==> src/rtl/spike_rate_decoder.sv <==
`default_nettype none
// ============================================================================
// Module      : spike_rate_decoder
// Description : Counts spikes per channel over a programmable window of
//               enabled cycles, snapshots the counts at each window end and
//               streams them out one channel per beat on valid/ready.
// Revision    : 1.0 - initial release
// ============================================================================
module spike_rate_decoder #(
  parameter int N_CH  = 8,
  parameter int CNT_W = 8,
  parameter int WIN_W = 8,
  localparam int CH_W = (N_CH > 1) ? $clog2(N_CH) : 1
) (
  input  logic             clk,
  input  logic             rst_n,
  input  logic             ena,
  input  logic [N_CH-1:0]  spikes_in,
  input  logic [WIN_W-1:0] win_len,
  output logic             out_valid,
  input  logic             out_ready,
  output logic [CNT_W-1:0] out_data,
  output logic [CH_W-1:0]  out_ch,
  output logic             out_last,
  output logic             overrun
);

  typedef enum logic [0:0] {
    S_IDLE  = 1'b0,
    S_DRAIN = 1'b1
  } state_t;

  state_t             r_state;
  logic [CNT_W-1:0]   r_cnt  [N_CH];
  logic [CNT_W-1:0]   r_hold [N_CH];
  logic [WIN_W-1:0]   r_tick;
  logic [WIN_W-1:0]   r_len;
  logic [CH_W-1:0]    r_idx;
  logic               r_out_valid;
  logic [CNT_W-1:0]   r_out_data;
  logic [CH_W-1:0]    r_out_ch;
  logic               r_out_last;
  logic               r_overrun;

  logic [CNT_W-1:0]   w_cnt_nxt [N_CH];
  logic               w_win_end;
  logic [CH_W-1:0]    w_idx_inc;

  // Window closes on the enabled cycle where the timer reaches the latched length
  assign w_win_end = ena && (r_tick == r_len);
  assign w_idx_inc = r_idx + CH_W'(1);

  // Saturating next count, including this cycle's spikes (also feeds the snapshot)
  always_comb begin
    for (int i = 0; i < N_CH; i++) begin
      w_cnt_nxt[i] = r_cnt[i];
      if (ena && spikes_in[i] && (r_cnt[i] != {CNT_W{1'b1}})) begin
        w_cnt_nxt[i] = r_cnt[i] + CNT_W'(1);
      end
    end
  end

  // Live counters and window timer; length reloads at reset and every window end
  always_ff @(posedge clk) begin
    if (!rst_n) begin
      r_tick <= '0;
      r_len  <= win_len;
      for (int i = 0; i < N_CH; i++) begin
        r_cnt[i] <= '0;
      end
    end else if (w_win_end) begin
      r_tick <= '0;
      r_len  <= win_len;
      for (int i = 0; i < N_CH; i++) begin
        r_cnt[i] <= '0;
      end
    end else if (ena) begin
      r_tick <= r_tick + WIN_W'(1);
      for (int i = 0; i < N_CH; i++) begin
        r_cnt[i] <= w_cnt_nxt[i];
      end
    end
  end

  // Drain FSM with registered stream outputs; runs independently of ena
  always_ff @(posedge clk) begin
    if (!rst_n) begin
      r_state     <= S_IDLE;
      r_idx       <= '0;
      r_out_valid <= 1'b0;
      r_out_data  <= '0;
      r_out_ch    <= '0;
      r_out_last  <= 1'b0;
      r_overrun   <= 1'b0;
      for (int i = 0; i < N_CH; i++) begin
        r_hold[i] <= '0;
      end
    end else begin
      // A window ending while a stream is still out is dropped, including
      // the cycle of the final handshake.
      if (w_win_end && (r_state == S_DRAIN)) begin
        r_overrun <= 1'b1;
      end
      case (r_state)
        S_IDLE: begin
          if (w_win_end) begin
            for (int i = 0; i < N_CH; i++) begin
              r_hold[i] <= w_cnt_nxt[i];
            end
            r_idx       <= '0;
            r_out_valid <= 1'b1;
            r_out_ch    <= '0;
            r_out_data  <= w_cnt_nxt[0];
            r_out_last  <= (N_CH == 1);
            r_state     <= S_DRAIN;
          end
        end
        S_DRAIN: begin
          if (out_ready) begin
            if (r_out_last) begin
              r_out_valid <= 1'b0;
              r_out_last  <= 1'b0;
              r_state     <= S_IDLE;
            end else begin
              r_idx      <= w_idx_inc;
              r_out_ch   <= w_idx_inc;
              r_out_data <= r_hold[w_idx_inc];
              r_out_last <= (w_idx_inc == CH_W'(N_CH - 1));
            end
          end
        end
        default: r_state <= S_IDLE;
      endcase
    end
  end

  assign out_valid = r_out_valid;
  assign out_data  = r_out_data;
  assign out_ch    = r_out_ch;
  assign out_last  = r_out_last;
  assign overrun   = r_overrun;

endmodule
`default_nettype wire
==> config.mk <==
export PLATFORM = sky130hd
export DESIGN_NAME = spike_rate_decoder
export DESIGN_NICKNAME = d
export VERILOG_FILES = /design/src/rtl/spike_rate_decoder.sv
export SDC_FILE = /design/constraint.sdc
export NUM_CORES = 1
export LEC_CHECK = 0
export CORE_UTILIZATION = 24
export DETAILED_ROUTE_END_ITERATION = 10
export PLACE_DENSITY = 0.42
export SYNTH_ARGS = -nofsm -noshare
export SYNTH_HDL_FRONTEND = slang
export SYNTH_SLANG_ARGS = --single-unit
==> constraint.sdc <==
create_clock -name clk -period 5.15 [get_ports clk]
set_input_delay 1.545 -clock clk [delete_from_list [all_inputs] [get_ports clk]]
set_output_delay 1.545 -clock clk [all_outputs]
set_load 0.05 [all_outputs]
Word-level counts from Yosys, hierarchy flattened
Memory sizes are Yosys's and may differ from the RTL's. Cells that the tools add are included.

Reduce and logical (&&, ||, !) cells: 22. Bitwise gates (word level): 26. Eq/ne operators: 15. Add/subtract/negate cells: 10. Mux-type cells: 64.

Operator list (count): 2-to-1 mux 8 bit (37); adder 8 x 1 -> 8 bit, second input constant (9); inequality test 8 bit, second input constant (8); OR 1 bit (24); 2-to-1 mux 1 bit (19); logical AND 1 bit (18); case mux 8 bit (2 select lines) (1); 2-to-1 mux 3 bit (3); equality test 8 bit (1); inequality test 2 bit, second input constant (3); case mux 1 bit (2 select lines) (3); case mux 3 bit (2 select lines) (1); AND reduction 3 bit (2); inequality test 2 x 1 -> 1 bit, second input constant (2); adder 3 x 1 -> 3 bit, second input constant (1); equality test 3 bit, second input constant (1); NOT 1 bit (2); AND reduction 2 bit (1); OR reduction 2 bit (1).

RAM bits: 128. Memories kept: 2. Register bits after elaboration: 31. Input port bits: 20.

Memory list: r_cnt (words 8, width 8, rd ports 8, clocked after memory_dff 0, write ports 8, line 34) `logic [CNT_W-1:0] r_cnt [N_CH];`; r_hold (words 8, width 8, rd ports 1, clocked after memory_dff 0, write ports 8, line 35) `logic [CNT_W-1:0] r_hold [N_CH];`.

Depth between registers and ports, before layout
Depth in word-level cells: 7. Depth in mapped cells: 11.

Worst setup path after synthesis
OpenSTA, ideal clock, no wires.

Path type: input to register. Start point: input port ena. End point: memory r_hold[0][0], enable pin. Required time: 4.718 ns. Stages: 4. Path slack: 1.105 ns. Data arrival time: 3.613 ns. Path through: buf_4 nand2_1 nor3_4 nand2b_1.

RTL lines: from (decl) (line 17) `input logic ena,`; to (decl) (line 35).

Worst setup path in the final report
Start point: register r_out_ch[0], in the netlist out_ch[0]. End point: output port out_ch[0].

RTL lines: from (decl) (line 41) `logic [CH_W-1:0] r_out_ch;`; from (signal assigned) (line 126) `r_out_ch <= w_idx_inc;`; to (decl) (line 23) `output logic [CH_W-1:0] out_ch,`.

No word-level cell between the ends.

==> metrics.yaml <==
clock_tree:
  clock_latency_ns: 0.42
  holdBufCountCts: 0
  post_cts_buffers: 0
  cts.sinks: 159
  htreeDepth: 4
  cts_tree: "built"
  path_clk_slew_ns: 0.07
  ctsLongestPathBuffers: 2
  numCtsBuffers: 17
  clockRootBuffer: "clkbuf_16"
  cts_resized: 0
global_routing:
  antenna_found_initial: 0
  grt_overflow: 0
  grt_pass1_wl_um: 28600
  grt_util_all_layers_pct: 11.4
  grt_pass1_vias: 4871
  grt_max_degree: 46
timing:
  period_minus_slack_ns: 3.61
  tightest_slew_ns: 0.866
  period_share_pct: 70.1
  setup_violations: 0
  setup-tns-final_ns: 0
  rsz0062_at_grt: "false"
  timing.slew.headroom_pct: 42.0
  fin_skew_ns: 0.0107
  final_max_slew_viol_count: 0
  hold_viol: 0
  max_freq_mhz: 277
drt:
  num_vias: 4906
  drtIter0Drc: 334
  viasPerCell: 4.44
  wire_per_inst_um: 16.2
  routed_wl_um: 17900
  firstDrtPassIters: 4
  drc: 0
  drtAntennaViolNets: 0
final_layout:
  nNetsFinal: 720
  diodes: 0
  design_area_sq_um: 9050
  layout-drive-gt1-share_pct: 9.69
  syn2layout_area_growth_pct: 17.7
  n_fill_cell: 3249
synthesis:
  synth_area_leaders: "edfxtp_1 50%, dfxtp_1 8.1%, nor2_1 7.2%"
  yosys.area.top_type_share_pct: 50.0
  synth_nets: 689
  syn_area_per_cell_sq_um: 11.7
  ys_types: 57
  synth_common_cells: "148 x nor2_1, 128 x edfxtp_1, 44 x nand2_1, 37 x xnor2_1, 31 x dfxtp_1"
  yosys.area.top_type: "edfxtp_1"
  async_reset_ff_share_pct: 0
  ys_seq_area_share_pct: 58.1
  synth_edf_count: 128
  postSynthCellCount: 658
  netlist_area_sq_um: 7690
  synth_most_common_cell: "nor2_1"
  synthFlopType: "edfxtp_1"
  synth-seq-cells: 159
  ys_warn_count: 0
critical_path:
  critical-path-top-delay-family: "buffers and inverters"
  slowest_delay_ns: 0.92
  worstPathMaxFanout: 11
  crit_type: "reg -> out"
  end_kind: "output port"
  required_ns: 3.61
  cp.arrival_ns: 2.06
  critPathSlowestCell: "clkdlybuf4s50_1"
  path_cells: "clkdlybuf4s50_1"
  crit_buf_inv: 1
  critPathLaunchType: "flip-flop"
floorplanning:
  die_y_um: 181
  die_width_um: 181
  core_area_sq_um: 31600
  ioPinCount: 34
  start_util_pct: 24.4
  dieArea_sq_um: 32800
  rows: 65
power:
  sequentialPowerShare_pct: 50.4
  powerDensity_nw_per_um2: 326
  p_comb_share_pct: 5.7
  p_sw_mw: 0.706
  cellLeakagePower_nw: 3.05
  ir_worst_vdd_mv: 0.184
  p_int_mw: 2.24
  clkPwrFrac_pct: 43.9
  swShare_pct: 23.9
placement:
  place_area_sq_um: 8450
  routabilityCongestion: 0.740
  port_buffers: 33
  dp_hpwl_um: 12700
run:
  drv_cap: 0
worst_hold_path:
  hold_class: "reg -> reg"
outcome:
  status: "finished clean"
-- power by group through the flow --
| stage | clock network (mW) | logic [mW] | registers [mW] |
|---|---|---|---|
| after floorplan | 0 | 0.112 | 1.50 |
| final | 1.29 | 0.167 | 1.49 |
| after global routing | 1.37 | 0.188 | 1.49 |
| after global placement | 0 | 0.175 | 1.52 |
| after CTS | 1.33 | 0.174 | 1.49 |
| after detailed placement | 0 | 0.173 | 1.51 |
-- sequential cells by signal, indices dropped and copies added (netlist names) --
name and count:
r_cnt 64, r_hold 64, out_data 8, r_len 8
r_tick 8, out_ch 3, out_last 1, out_valid 1
overrun 1, r_state 1
-- cells by family after synthesis --
family / count (synthesis) / share of synthesized area [%]
AO/OA/AOI/OAI: 62 / 5.63
XOR/XNOR: 63 / 7.27
adder cells (fa/ha/maj): 11 / 1.79
buffers and inverters: 39 / 2.83
flip-flops: 159 / 58.1
multiplexers: 34 / 7.14
AND/OR/NAND/NOR: 290 / 17.3
-- metrics by stage --
step,hold WS [ns],utilization (%),setup WS (ns),total power [mW],std cells
3_3_place_gp,0.452,26.8,1.11,1.69,1072
2_1_floorplan,0.461,-,1.10,1.62,658
4_1_cts,0.456,28.7,1.45,2.99,1104
6_report,0.455,28.7,1.54,2.95,1104
3_5_place_dp,0.447,26.8,1.08,1.69,1072
5_1_grt,0.480,28.7,1.38,3.06,1104
-- tightest hold or removal path: stages, from the launching register on --
cell,delay [ns]
dfxtp_1,0.31
nand2_1,0.05
a21oi_1,0.05
-- final cells by class --
type | instances | area, sq um | area share [%]
Sequential cell | 159 | 4460 | 49.3
Multi-Input combinational cell | 460 | 3020 | 33.3
Tap cell | 402 | 503 | 5.56
Timing Repair Buffer | 42 | 435 | 4.81
Clock buffer | 17 | 425 | 4.70
Clock inverter | 15 | 174 | 1.92
Inverter | 9 | 33.8 | 0.373
-- worst paths after layout --
path | start | end | slack [ns] | cells after the start
max | out_ch[0] | out_ch[0] | 1.54 | 1
min | out_data[3] | out_data[3] | 0.45 | 2
max reg2reg | out_ch[0] | out_data[1] | 2.25 | 6
min reg2reg | out_data[3] | out_data[3] | 0.45 | 2
-- routing by layer --
| layer | global-route usage, % | up-vias | share of wire (%) |
|---|---|---|---|
| li1 | - | 2449 | - |
| met1 | 15.8 | 2400 | 51 |
| met2 | 18.0 | 46 | 46 |
| met3 | 2.26 | 11 | 2.1 |
| met4 | 3.15 | 0 | 1.0 |
| met5 | 0 | - | 0 |
-- cells in the final DEF (no fill, tap or decap), drive strengths merged, types with 3 or more instances in the layout --
cell type      instances
clkbuf                17
a21oi                 19
and4                   4
ha                    11
nand4                 19
o211a                  4
nor3                  11
o211ai                 5
nand2                 45
nand3                 26
a31oi                  3
clkinv                 5
and3                  14
mux2i                 17
nor2                 148
nand2b                 3
buf                    9
xnor2                 37
a211oi                 3
a211o                  4
o21ai                 11
xor2                  26
clkdlybuf4s50         33
dfxtp                 31
nor2b                  7
mux4                  16
edfxtp               128
inv                   16
and2                   4
Note: power is estimated with default switching activity, not from simulation.
